===== src/rtl/bp_verify_queue_pkg.sv =====
// Shared types for the branch-prediction verify queue: queue entry, FSM states, RV32I opcodes.
package bp_verify_queue_pkg;

  localparam logic [6:0] br_opcode   = 7'b1100011;
  localparam logic [6:0] jal_opcode  = 7'b1101111;
  localparam logic [6:0] jalr_opcode = 7'b1100111;

  typedef struct packed {
    logic [31:0] pc;
    logic [31:0] pred_next;
  } bpq_entry_t;

  typedef enum logic [0:0] {
    BPQ_RUN   = 1'b0,
    BPQ_FLUSH = 1'b1
  } bpq_state_t;

endpackage


===== src/rtl/bp_verify_queue_if.sv =====
// Fetch/commit-side bundle of the verify queue. Statistics outputs exist only when
// BP_VERIFY_STATS_EN is defined.
interface bp_verify_queue_if;
  logic        fetch_valid;
  logic [31:0] fetch_pc;
  logic [31:0] fetch_pred_next;
  logic        fetch_ready;
  logic        rob_pop;
  logic [31:0] commit_pc;
  logic [31:0] commit_pc_next;
  logic [6:0]  commit_opcode;
  logic        flush;
  logic [31:0] redirect_pc;
  logic        mispred_is_br;
  logic        err;
`ifdef BP_VERIFY_STATS_EN
  logic [31:0] stat_commits;
  logic [31:0] stat_mispred;
  logic [31:0] stat_mispred_br;
  logic [31:0] stat_mispred_j;

  modport master (
    output fetch_valid, fetch_pc, fetch_pred_next, rob_pop,
           commit_pc, commit_pc_next, commit_opcode,
    input  fetch_ready, flush, redirect_pc, mispred_is_br, err,
           stat_commits, stat_mispred, stat_mispred_br, stat_mispred_j
  );
  modport slave (
    input  fetch_valid, fetch_pc, fetch_pred_next, rob_pop,
           commit_pc, commit_pc_next, commit_opcode,
    output fetch_ready, flush, redirect_pc, mispred_is_br, err,
           stat_commits, stat_mispred, stat_mispred_br, stat_mispred_j
  );
`else
  modport master (
    output fetch_valid, fetch_pc, fetch_pred_next, rob_pop,
           commit_pc, commit_pc_next, commit_opcode,
    input  fetch_ready, flush, redirect_pc, mispred_is_br, err
  );
  modport slave (
    input  fetch_valid, fetch_pc, fetch_pred_next, rob_pop,
           commit_pc, commit_pc_next, commit_opcode,
    output fetch_ready, flush, redirect_pc, mispred_is_br, err
  );
`endif
endinterface


===== src/rtl/bp_verify_queue_fifo.sv =====
// Circular buffer of prediction records with push, pop and a whole-queue clear.
module bp_verify_queue_fifo
  import bp_verify_queue_pkg::*;
#(
  parameter int DEPTH_LOG2 = 4
) (
  input  logic       clk,
  input  logic       rst_n,
  input  logic       push,
  input  logic       pop,
  input  logic       clear,
  input  bpq_entry_t wdata,
  output bpq_entry_t rdata,
  output logic       full,
  output logic       empty
);
  localparam logic [DEPTH_LOG2:0] CAPACITY = (DEPTH_LOG2 + 1)'(2 ** DEPTH_LOG2);

  logic [DEPTH_LOG2-1:0] head;
  logic [DEPTH_LOG2-1:0] tail;
  logic [DEPTH_LOG2:0]   count;
  bpq_entry_t            mem [2 ** DEPTH_LOG2];
  logic                  do_push;
  logic                  do_pop;

  assign full    = (count == CAPACITY);
  assign empty   = (count == '0);
  assign do_push = push && !full && !clear;
  assign do_pop  = pop && !empty && !clear;
  assign rdata   = mem[head];

  // NOTE: pointers and count are reset; the storage array is not, since an entry is
  // only ever read after being written and a reset on the array would block RAM mapping.
  always_ff @(posedge clk or negedge rst_n) begin
    if (!rst_n) begin
      head  <= '0;
      tail  <= '0;
      count <= '0;
    end else if (clear) begin
      head  <= '0;
      tail  <= '0;
      count <= '0;
    end else begin
      if (do_push) tail <= tail + 1'b1;
      if (do_pop)  head <= head + 1'b1;
      case ({do_push, do_pop})
        2'b10:   count <= count + 1'b1;
        2'b01:   count <= count - 1'b1;
        default: count <= count;
      endcase
    end
  end

  always_ff @(posedge clk) begin
    if (do_push) mem[tail] <= wdata;
  end

endmodule


===== src/rtl/bp_verify_queue.sv =====
// Prediction verify queue: records fetch predictions and checks them at commit, raising
// a one-cycle flush/redirect on a mispredict. Optional counters under BP_VERIFY_STATS_EN.
module bp_verify_queue
  import bp_verify_queue_pkg::*;
#(
  parameter int PQ_DEPTH = 4
) (
  input logic              clk,
  input logic              rst_n,
  bp_verify_queue_if.slave bus
);
  localparam logic [0:0] ST_RUN   = BPQ_RUN;
  localparam logic [0:0] ST_FLUSH = BPQ_FLUSH;

  logic [0:0]  state;
  logic        flush_q;
  logic [31:0] redirect_q;
  logic        is_br_q;
  logic        err_q;

  bpq_entry_t  head_entry;
  bpq_entry_t  push_entry;
  logic        full;
  logic        empty;
  logic        in_run;
  logic        pop_ok;
  logic        underflow;
  logic        desync;
  logic        mispred;
  logic        push;

  assign in_run     = (state == ST_RUN);
  assign pop_ok     = in_run && bus.rob_pop && !empty;
  assign underflow  = in_run && bus.rob_pop && empty;
  assign desync     = pop_ok && (bus.commit_pc != head_entry.pc);
  assign mispred    = pop_ok && (bus.commit_pc_next != head_entry.pred_next);
  // fetch_ready looks only at registered state; a same-cycle pop never frees a slot early.
  assign bus.fetch_ready = in_run && !full;
  assign push       = bus.fetch_valid && bus.fetch_ready && !mispred;
  assign push_entry = '{pc: bus.fetch_pc, pred_next: bus.fetch_pred_next};

  bp_verify_queue_fifo #(.DEPTH_LOG2(PQ_DEPTH)) u_bpq_fifo (
    .clk   (clk),
    .rst_n (rst_n),
    .push  (push),
    .pop   (pop_ok),
    .clear (mispred),
    .wdata (push_entry),
    .rdata (head_entry),
    .full  (full),
    .empty (empty)
  );

  always_ff @(posedge clk or negedge rst_n) begin
    if (!rst_n) begin
      state      <= ST_RUN;
      flush_q    <= 1'b0;
      redirect_q <= '0;
      is_br_q    <= 1'b0;
      err_q      <= 1'b0;
    end else begin
      if (state == ST_FLUSH) begin
        state   <= ST_RUN;
        flush_q <= 1'b0;
      end else if (mispred) begin
        state      <= ST_FLUSH;
        flush_q    <= 1'b1;
        redirect_q <= bus.commit_pc_next;
        is_br_q    <= (bus.commit_opcode == br_opcode);
      end
      if (underflow || desync) err_q <= 1'b1;
    end
  end

  assign bus.flush         = flush_q;
  assign bus.redirect_pc   = redirect_q;
  assign bus.mispred_is_br = is_br_q;
  assign bus.err           = err_q;

`ifdef BP_VERIFY_STATS_EN
  logic [31:0] commits_q, mispred_q, mispred_br_q, mispred_j_q;

  always_ff @(posedge clk or negedge rst_n) begin
    if (!rst_n) begin
      commits_q    <= '0;
      mispred_q    <= '0;
      mispred_br_q <= '0;
      mispred_j_q  <= '0;
    end else begin
      if (pop_ok) commits_q <= commits_q + 1'b1;
      if (mispred) begin
        mispred_q <= mispred_q + 1'b1;
        if (bus.commit_opcode == br_opcode) mispred_br_q <= mispred_br_q + 1'b1;
        else                                mispred_j_q  <= mispred_j_q + 1'b1;
      end
    end
  end

  assign bus.stat_commits    = commits_q;
  assign bus.stat_mispred    = mispred_q;
  assign bus.stat_mispred_br = mispred_br_q;
  assign bus.stat_mispred_j  = mispred_j_q;
`endif

endmodule

===== src/flat_wrapper.sv =====
// flat-port wrapper written by rule: the top's interface ports become plain ports
module bp_verify_queue_flat import bp_verify_queue_pkg::*;
#(
  parameter int PQ_DEPTH = 4
)
  (clk, rst_n, bus_fetch_valid, bus_fetch_pc, bus_fetch_pred_next, bus_rob_pop, bus_commit_pc, bus_commit_pc_next, bus_commit_opcode, bus_fetch_ready, bus_flush, bus_redirect_pc, bus_mispred_is_br, bus_err);
  bp_verify_queue_if bus_i ();
  input logic clk;
  input logic rst_n;
  input wire logic [$bits(bus_i.fetch_valid)-1:0] bus_fetch_valid;
  input wire logic [$bits(bus_i.fetch_pc)-1:0] bus_fetch_pc;
  input wire logic [$bits(bus_i.fetch_pred_next)-1:0] bus_fetch_pred_next;
  input wire logic [$bits(bus_i.rob_pop)-1:0] bus_rob_pop;
  input wire logic [$bits(bus_i.commit_pc)-1:0] bus_commit_pc;
  input wire logic [$bits(bus_i.commit_pc_next)-1:0] bus_commit_pc_next;
  input wire logic [$bits(bus_i.commit_opcode)-1:0] bus_commit_opcode;
  output wire logic [$bits(bus_i.fetch_ready)-1:0] bus_fetch_ready;
  output wire logic [$bits(bus_i.flush)-1:0] bus_flush;
  output wire logic [$bits(bus_i.redirect_pc)-1:0] bus_redirect_pc;
  output wire logic [$bits(bus_i.mispred_is_br)-1:0] bus_mispred_is_br;
  output wire logic [$bits(bus_i.err)-1:0] bus_err;
  assign bus_i.fetch_valid = bus_fetch_valid;
  assign bus_i.fetch_pc = bus_fetch_pc;
  assign bus_i.fetch_pred_next = bus_fetch_pred_next;
  assign bus_i.rob_pop = bus_rob_pop;
  assign bus_i.commit_pc = bus_commit_pc;
  assign bus_i.commit_pc_next = bus_commit_pc_next;
  assign bus_i.commit_opcode = bus_commit_opcode;
  assign bus_fetch_ready = bus_i.fetch_ready;
  assign bus_flush = bus_i.flush;
  assign bus_redirect_pc = bus_i.redirect_pc;
  assign bus_mispred_is_br = bus_i.mispred_is_br;
  assign bus_err = bus_i.err;
  bp_verify_queue #(.PQ_DEPTH(PQ_DEPTH)) u_core (.clk(clk), .rst_n(rst_n), .bus(bus_i));
endmodule

===== config.mk =====
export PLATFORM = sky130hd
export DESIGN_NAME = bp_verify_queue_flat
export DESIGN_NICKNAME = d
export VERILOG_FILES = /design/src/rtl/bp_verify_queue_pkg.sv /design/src/rtl/bp_verify_queue_if.sv /design/src/rtl/bp_verify_queue_fifo.sv /design/src/rtl/bp_verify_queue.sv /design/src/flat_wrapper.sv
export SDC_FILE = /design/constraint.sdc
export NUM_CORES = 1
export LEC_CHECK = 0
export ABC_AREA = 0
export BUFFER_PORTS_ARGS = -buffer_cell sky130_fd_sc_hd__buf_2
export CAP_MARGIN = 20
export CORE_UTILIZATION = 30
export CTS_CLUSTER_SIZE = 14
export DETAILED_ROUTE_END_ITERATION = 16
export GPL_ROUTABILITY_DRIVEN = 0
export HOLD_SLACK_MARGIN = 0.05
export SYNTH_ARGS = -nofsm -noshare
export SYNTH_HDL_FRONTEND = slang
export SYNTH_SLANG_ARGS = --single-unit
export TNS_END_PERCENT = 1

===== constraint.sdc =====
create_clock -name clk -period 13 [get_ports clk]
set_input_delay 0 -clock clk [delete_from_list [all_inputs] [get_ports clk]]
set_output_delay 0 -clock clk [all_outputs]
set_load 0.05 [all_outputs]

Yosys cells after proc, flatten, opt, wreduce, memory -nomap -nowiden
Memories as Yosys holds them, arrays and structs flattened.
Index checks and enable logic that the tools add are counted.
{ "totals": {"out_inout_bits": 36, "elab_cells": 54, "ramBits": 1024, "regBits": 49, "inputBits": 139, "memories": 1} }
{ "memory_table": {"columns": ["memory", "depth", "word_bits", "rd", "rd_ports_with_merged_regs", "write_ports", "line", "text"], "rows": [
  ["u_core.u_bpq_fifo.mem", 16, 64, 1, 0, 1, "bp_verify_queue_fifo.sv:22", "bpq_entry_t mem [2 ** DEPTH_LOG2];"]
]} }
{ "op_classes": {"mux": 12, "bitwise_logic": 1, "n_reduce_logical": 22, "eq_ne": 6, "n_addsub": 4} }
{ "op_table": {"columns": ["operator", "n"], "rows": [
  ["32-bit != test", 2],
  ["4-bit two-way mux", 4],
  ["1-bit logical AND", 12],
  ["5-bit case mux with 2 select lines", 1],
  ["4-bit by 1-bit adder with 4-bit output (second input constant)", 2],
  ["7-bit == test (second input constant)", 1],
  ["1-bit two-way mux", 6],
  ["2-bit nonzero test", 3],
  ["5-bit by 1-bit adder with 5-bit output (second input constant)", 1],
  ["5-bit == test (second input constant)", 1],
  ["5-bit logical NOT", 1],
  ["5-bit two-way mux", 1],
  ["5-bit by 1-bit subtractor with 5-bit output (second input constant)", 1],
  ["1-bit logical NOT", 3],
  ["3-bit nonzero test", 1],
  ["2-bit by 1-bit == test with 1-bit output (second input constant)", 1],
  ["2-bit == test (second input constant)", 1],
  ["2-bit AND reduction", 1],
  ["1-bit logical OR", 1],
  ["1-bit NOT", 1]
]} }

Longest topological paths before layout
Gate-level depths: netlist of the first run.
{ "logic_depth": {"ltp_word": 11, "ltp_mapped": 23, "mapped_depth_nobuf": 18} }

By module
A second synthesis of the first run with hierarchy kept.
{ "unflattened": {"cells_unflattened": 2188, "hier_area_um2": 42112.9} }
{ "by_module_without_submodules": {"columns": ["module", "cells_per_inst", "area_per_inst_um2", "n_inst", "seq_area_each_um2"], "rows": [
  ["bp_verify_queue_fifo", 2017, 40027.1, 1, 31074.8],
  ["bp_verify_queue", 171, 2085.8, 1, 900.9]
]} }

Worst setup path after synthesis of the first run
No wires, ideal clock.
{ "synth_path": {"path_kind": "register to register", "from": "register u_core.u_bpq_fifo.head[0]", "to": "memory u_core.u_bpq_fifo.mem[0][0] (netlist bit) (enable)", "setup_time_ps": 643, "required_ps": 12357, "stages_incl_launch_ff": 12, "slack_ps": 3321, "arrival_ps": 9036, "synth_period_minus_slack_ps": 9679, "path_cell_list": "dfrtp_1 buf_2 buf_2 buf_2 mux4_2 xnor2_1 nand2_1 a211oi_1 a2bb2oi_2 a31oi_4 buf_4 nor4_1"} }
{ "synth_between": {"elab_chain_cells": 9} }
{ "synth_lines": {"columns": ["item", "line", "text"], "rows": [
  ["start: declaration", "bp_verify_queue_fifo.sv:19", "logic [DEPTH_LOG2-1:0] head;"],
  ["start signal: assignment", "bp_verify_queue_fifo.sv:45", "if (do_pop) head <= head + 1'b1;"],
  ["memory 16 x 64 bit (*)", null, null],
  ["32-bit != test (*)", "bp_verify_queue.sv:36", "assign mispred = pop_ok && (bus.commit_pc_next != head_entry.pred_next);"],
  ["1-bit logical AND (*)", "bp_verify_queue.sv:36", null],
  ["1-bit logical NOT (*)", "bp_verify_queue_fifo.sv:28, bp_verify_queue.sv:39", null],
  ["1-bit logical AND", "bp_verify_queue.sv:39", "assign push = bus.fetch_valid && bus.fetch_ready && !mispred;"],
  ["1-bit logical AND", "bp_verify_queue_fifo.sv:28", "assign do_push = push && !full && !clear;"],
  ["1-bit logical AND (*)", "bp_verify_queue_fifo.sv:28", null],
  ["1-bit two-way mux (*)", "bp_verify_queue_fifo.sv:55", "if (do_push) mem[tail] <= wdata;"],
  ["1-bit two-way mux (not written as such) (*)", "bp_verify_queue_fifo.sv:55", null],
  ["end: declaration", "bp_verify_queue_fifo.sv:22", null]
]} }
Mark *: on every way between the ends. The rest lies on a longest branch, timed or not.

Worst setup path in the final report of the first run
{ "layout_path": {"from": "register u_core.u_bpq_fifo.head[0]", "to": "register u_core.err_q (netlist: u_core.bus.err)"} }
{ "layout_between": {"elab_chain_cells": 4} }
{ "layout_lines": {"columns": ["item", "line", "text"], "rows": [
  ["memory 16 x 64 bit", null, null],
  ["32-bit != test", "bp_verify_queue.sv:35", "assign desync = pop_ok && (bus.commit_pc != head_entry.pc);"],
  ["1-bit logical AND", "bp_verify_queue.sv:35", null],
  ["1-bit logical OR", "bp_verify_queue.sv:71", "if (underflow || desync) err_q <= 1'b1;"],
  ["end signal: assignment", "bp_verify_queue.sv:60", "err_q <= 1'b0;"],
  ["end signal: assignment", "bp_verify_queue.sv:71", null],
  ["end: declaration", "bp_verify_queue.sv:19", "logic err_q;"]
]} }
Every way passes these cells.
A chain may end at the register's enable or synchronous reset.

==> metrics.cfg, run 1 <==
[outcome]
status=completed

[place]
io_buffers=174
place_inst=3906
dp_slack_ns=6.10
hpwl_mm=58.9
postPlaceCellArea_sq_mm=0.0453

[power]
power_density_mw_per_mm2=162
ir_drop_mv=0.101
p_leak_nw=15.8

[worst_setup_path]
cp-startpoint=u_core.u_bpq_fifo.head[0]
startpoint_type=register
r2r_start=u_core.u_bpq_fifo.head[0]
critPathMaxStageDelay_ns=0.87
r2r_slack_ns=6.22
critPathCapture=u_core.bus.err
cp.arrival_ns=7.36
crit_path_max_fanout=48
cp.required_ns=13.58
path_class=reg -> reg
r2r_cells=14
crit_path_top_delay_cell=dfrtp_4
crit_path_frequent_cell=dlygate4sd3_1
setup.worst_path.end_class=register
r2r-end=u_core.bus.err
crit_chain=buf_4 -> buf_4 -> mux4_2 -> mux2i_1 -> and2_1 -> a211oi_1 -> a21oi_1 -> dlygate4sd3_1 -> nand4_1 -> dlygate4sd3_1 -> nor4_1 -> dlygate4sd3_1 -> a31oi_1 -> dlygate4sd3_1

[global_route]
grt_max_degree=70
grtUsageTotal=0.140
grt_pass1_wl_mm=146
overflow=0
antenna_found_initial=14
first_global_vias=21300

[logic_synthesis]
synth_edf_count=1024
syn_area_sq_mm=0.0421
async_reset_ff_frac=0.0457
ys_ff_latch=1073
synth_warnings=0
synthFlopType=edfxtp_1
syn-num-nets=2050
synth_seq_area_share=0.760
syn_area_per_cell_sq_um=22.1
synth_cells=1901
synth_cell_types=57

[clock_tree]
clock-sinks=1073
cts_root_buf=clkbuf_16
clkTransAtPathRegs_ns=0.06
tritoncts=built
cts_buffer_depth=3
cts_setup_buffers=0
clk_latency_ns=0.71
htreeDepth=3
cts_buffers=103

[job]
drv_cap=0

[cells_and_area]
fin_nets=2391
multi_input_area_sq_mm=0.00969
register_area_sq_mm=0.0320
area_growth_pct=18.3
fillers=12700
fin_util=0.357
finish.instance_area_sq_mm=0.0498
drive_gt1_frac=0.285
final-instance-count-excl-fill=4207

[die]
coreArea_sq_mm=0.139
die_y_um=377
rows=137
floorplan.initialDensity=0.302
die_x_um=377
io_pins=175
dieArea_sq_mm=0.142

[timing]
max_freq_ghz=0.148
tightest_slew_ns=1.12
period_needed_ns=6.78
period_share=0.521
hold_violations=0
setup_tns_ns=0
relSlewSlack=0.252
finalMaxSlewViolations=0
setup_slack_ns=6.22
fin_skew_ns=0.0490
setup-violations-final=0
rsz0062_at_grt=false

[route]
wl_mm=100
vias_per_cell=4.83
wl_per_cell_um=23.8
drt_iter0_markers=1670
vias=20300
first_pass_iters=8
ant_nets=0
drc=0

[worst_hold_path]
hold_depth=3
hp-class=in -> reg

## placed cells by master, fill, tap and decap left out, types with 4 or more instances in the layout
master         netlist  routed
nor4_1              13       7
edfxtp_1          1024    1024
nor3_1              13       9
a21o_1               5       5
a211oi_1             4       4
dfrtp_1             49      46
xnor2_1             72      72
nor2b_1              7       7
nor4b_4              0       6
mux4_2             263     263
mux2i_1             84      84
nor3_2               0       4
xor2_1              29      29
mux2_1              31      31
nand3_1              9       9
ha_1                 9       9
dlygate4sd3_1        0     106
clkbuf_16            0     106
o21ai_0             10      10
clkinv_1             0      20
nor2_1              30      30
inv_1               11      11
and3_1               4       4
bufinv_16            0       9
a21oi_1             16      16
o22ai_1              6       6
buf_4               16      48
buf_2               40     174
a221oi_1             4       4
and2_1               5       5
clkinv_2             0      18
nor4_2               0       6
nand2_1             38      38
a22oi_1             14      14
nand4_1             11      11
clkbuf_1            27      22
## sequential cells by signal, summed over array words and instances, names as in the netlist
name / count
u_core.bus.flush: 1
u_core.bus.mispred_is_br: 1
u_core.u_bpq_fifo.mem: 1024
u_core.bus.redirect_pc: 32
u_core.u_bpq_fifo.tail: 4
u_core.state: 1
u_core.u_bpq_fifo.head: 4
u_core.bus.err: 1
u_core.u_bpq_fifo.count: 5
## area by class of cell
class	instances	area share
Sequential cell	1073	0.642
Multi-Input combinational cell	723	0.195
Clock buffer	131	0.0558
Tap cell	1876	0.0471
Timing Repair Buffer	329	0.0464
Clock inverter	61	0.0126
Inverter	12	0.000955
Antenna cell	2	0.000101
## worst min-delay path by stage
| stage | from | to | slack (ns) |
|---|---|---|---|
| 2_1_floorplan | rst_n | u_core.bus.err | -0.30 |
| 3_3_place_gp | rst_n | u_core.bus.redirect_pc[18] | 0.18 |
| 3_5_place_dp | rst_n | u_core.bus.redirect_pc[18] | 0.22 |
| 4_1_cts | bus_commit_pc_next[15] | u_core.bus.redirect_pc[15] | 0.07 |
| 5_1_grt | bus_commit_pc_next[14] | u_core.bus.redirect_pc[14] | 0.09 |
| 6_report | bus_commit_pc_next[15] | u_core.bus.redirect_pc[15] | 0.11 |
## metrics by stage
step	power, W	hold WS [ns]
final	0.00804	0.113
after global routing	0.00831	0.0906
after floorplan	0.00477	-0.296
after CTS	0.00811	0.0715
after global placement	0.00507	0.184
after detailed placement	0.00510	0.216
## where the power goes
part | internal, W | switching (W) | leakage (nW)
Sequential | 0.00405 | 0.0000749 | 9.82
Clock | 0.00170 | 0.00129 | 1.66
Combinational | 0.000282 | 0.000648 | 4.30
## layer usage
| layer | vias up | global-route usage | wire [um] |
|---|---|---|---|
| met4 | 12 | 0.0469 | 2460 |
| met1 | 10900 | 0.189 | 43800 |
| met2 | 558 | 0.232 | 49200 |
| li1 | 8639 | - | - |
| met3 | 151 | 0.0213 | 4490 |
| met5 | - | 0 | 83 |
## worst max-delay path, delay by kind of cell (launching register included)
kind | cells | cell delay (ns)
mux | 2 | 0.92
flops | 1 | 0.87
buf+inv | 6 | 4.04
compound gates | 3 | 0.28
simple gates | 3 | 0.47
## Yosys cell counts, drive strengths merged, types with 9 or more instances
library cell  number  area (sq um)
nor2              30           113
nand4             11          68.8
a21oi             16          80.1
xnor2             72           631
nor3              13          65.1
inv               12          45.0
ha                 9           113
edfxtp          1024         30700
buf               66           395
clkbuf            27           101
a22oi             14           105
dfrtp             49          1230
o21ai             11          55.1
mux2              34           383
xor2              29           254
mux2i             84           841
nor4              14           103
mux4             263          5920
nand3              9          45.0
nand2             38           143
## what timing repair did
| item | 4_1_cts | 5_1_grt |
|---|---|---|
| hold buffers | 106 | 0 |
| gates resized for setup | 0 | 0 |
| hold endpoints to repair | 1111 | 0 |
## cell families (layout without fill, tap and decap cells)
family / after synthesis / count (layout) / share of synthesized area
other: 0 / 2 / 0
DFF: 1073 / 1073 / 0.760
and+or+nand+nor: 144 / 144 / 0.0185
adders and majority gates: 10 / 10 / 0.00315
muxes: 381 / 381 / 0.170
AOI/OAI and AO/OA: 87 / 87 / 0.0152
xor gates and xnor gates: 101 / 101 / 0.0210
buffers and inverters: 105 / 533 / 0.0129
No activity file was read; power rests on OpenSTA's default activity.
==> inputs of run 2 (changes only) <==
==> constraint.sdc (replaced) <==
create_clock -name clk -period 5.5 [get_ports clk]
set_input_delay 0 -clock clk [delete_from_list [all_inputs] [get_ports clk]]
set_output_delay 0 -clock clk [all_outputs]
set_load 0.05 [all_outputs]
==> run 2 against run 1 <==
Hold slack better by 0.0043 ns. Cell area grew 1.8%. Highest routed layer unchanged. Critical endpoint unchanged. Worst setup slack worse by 5.7 ns. Register-to-register slack got worse by 5.7 ns. Sequential share of layout area shrank 1.2 points. Clock power increased by 140%. Total power grew 140%.
==> metrics.cfg, run 2 (synthesis gave the netlist of run 1 again) <==
[global_route]
use_met3=0.0217
antenna_found_initial=15
use_met1=0.200
overflow=0
grt_pass1_wl_mm=151
grtUsageTotal=0.147
grt_max_degree=129
grt-busiest-layer=met2
grt.met2_usage=0.245
first_global_vias=21500

[clock_tree]
cts_setup_buffers=0
cts_root_buf=clkbuf_16
htreeDepth=3
tritoncts=built
clkTransAtPathRegs_ns=0.06
cts_buffers=105
clock-sinks=1073
cts_buffer_depth=3
clk_latency_ns=0.72

[cells_and_area]
fin_util=0.364
fin_nets=2432
regMostFlops=u_core.u_bpq_fifo.mem
mostFrequentLayoutCells=edfxtp_1, mux4_2, buf_2
drive_gt1_frac=0.292
final_common_cell=edfxtp_1
area_growth_pct=20.4
largest_reg_flops=1024

[worst_setup_path]
crit_path_max_fanout=49
crit_path_top_delay_cell=a2111oi_0
r2r-end=u_core.bus.err
r2r_start=u_core.u_bpq_fifo.head[0]
cp.required_ns=6.06
setup.worst_path.end_class=register
critPathMaxStageDelay_ns=0.87
crit_chain=buf_12 -> buf_4 -> buf_16 -> mux4_2 -> mux4_2 -> xor2_1 -> a2111oi_0 -> nand3_1 -> nor4_1 -> a31oi_1
startpoint_type=register
path_class=reg -> reg
r2r_cells=10
cp.arrival_ns=5.58
r2r_slack_ns=0.48
crit_path_frequent_cell=mux4_2

[timing]
tightest_slew_ns=0.965
period_needed_ns=5.02
max_freq_ghz=0.199
finalMaxSlewViolations=0
relSlewSlack=0.340
hold_violations=0
period_share=0.913
setup-violations-final=0
fin_skew_ns=0.0371
setup_slack_ns=0.478
rsz0062_at_grt=false

[place]
io_buffers=174
hpwl_mm=59.6
dp_slack_ns=0.111

[route]
ant_nets=0
wl_per_cell_um=24.8
vias=20600
wl_mm=105
first_pass_iters=5
vias_per_cell=4.86
drt_iter0_markers=2129
drc=0

[die]
die_x_um=377
coreArea_sq_mm=0.139
dieArea_sq_mm=0.142
rows=137
io_pins=175
floorplan.initialDensity=0.302
die_y_um=377

[worst_hold_path]
hp-start=bus_commit_pc_next[14]
hold_end=u_core.bus.redirect_pc[14]
hp-class=in -> reg
hold_depth=3

[job]
drv_cap=0

[outcome]
status=completed

[power]
power_density_mw_per_mm2=380
p_leak_nw=16.1
ir_drop_mv=0.249

==> run 2: routing by layer <==
layer / vias up / share of wire
met1: 11100 / 0.43
met2: 641 / 0.50
met3: 127 / 0.052
met4: 6 / 0.018
met5: - / 0.00030
li1: 8710 / -
==> run 2: worst max-delay path by stage <==
| stage | startpoint | to | cells after the start |
|---|---|---|---|
| CTS | u_core.u_bpq_fifo.head[0] | u_core.bus.err | 12 |
| global route | u_core.u_bpq_fifo.head[0] | u_core.bus.err | 12 |
| finish | u_core.u_bpq_fifo.head[0] | u_core.bus.err | 10 |
| global placement | u_core.u_bpq_fifo.head[0] | u_core.bus.err | 10 |
| floorplan | u_core.u_bpq_fifo.head[0] | u_core.u_bpq_fifo.mem[12][0] | 11 |
| detailed placement | u_core.u_bpq_fifo.head[0] | u_core.bus.err | 10 |
==> run 2: through the flow <==
step | instance area [sq um] | instances | hold slack, ns | TNS [ns] | power [W]
2_1_floorplan | 42200 | 1901 | -0.296 | -796.83 | 0.0113
3_3_place_gp | 46000 | 3926 | 0.188 | 0 | 0.0121
3_5_place_dp | 46000 | 3926 | 0.215 | 0 | 0.0122
4_1_cts | 50700 | 4239 | 0.0624 | 0 | 0.0195
5_1_grt | 50700 | 4244 | 0.0928 | 0 | 0.0199
6_report | 50700 | 4244 | 0.117 | 0 | 0.0193
==> run 2: cell type report <==
type / count / area [sq um]
flip-flops and latches: 1073 / 32000
repair buffers: 368 / 3090
inverters: 12 / 47.5
multi-input cells: 723 / 9770
fillers: 12500 / 88700
diodes: 4 / 10.0
well taps: 1876 / 2350
clock inverters: 69 / 769
clock buffers: 119 / 2680
==> run 2: repair_timing <==
action | in CTS | in global routing
hold buffers | 125 | 0
resized for setup | 0 | 2
setup endpoints to repair | 0 | 1
endpoints found under the hold margin | 1113 | 0
==> run 2: power by group <==
group / internal [W] / switching, W / leakage, nW / total, W
clock network: 0.00412 / 0.00309 / 1.68 / 0.00721
registers: 0.00956 / 0.000176 / 9.82 / 0.00974
logic: 0.000725 / 0.00160 / 4.59 / 0.00232
==> run 2: worst max-delay path: cells and delay by family, from the launching register on <==
| kind | cells | cell delay (ns) |
|---|---|---|
| compound gates | 2 | 1.03 |
| buf+inv | 3 | 0.90 |
| xor+xnor | 1 | 0.20 |
| flops | 1 | 0.70 |
| mux | 2 | 1.06 |
| simple gates | 2 | 0.85 |
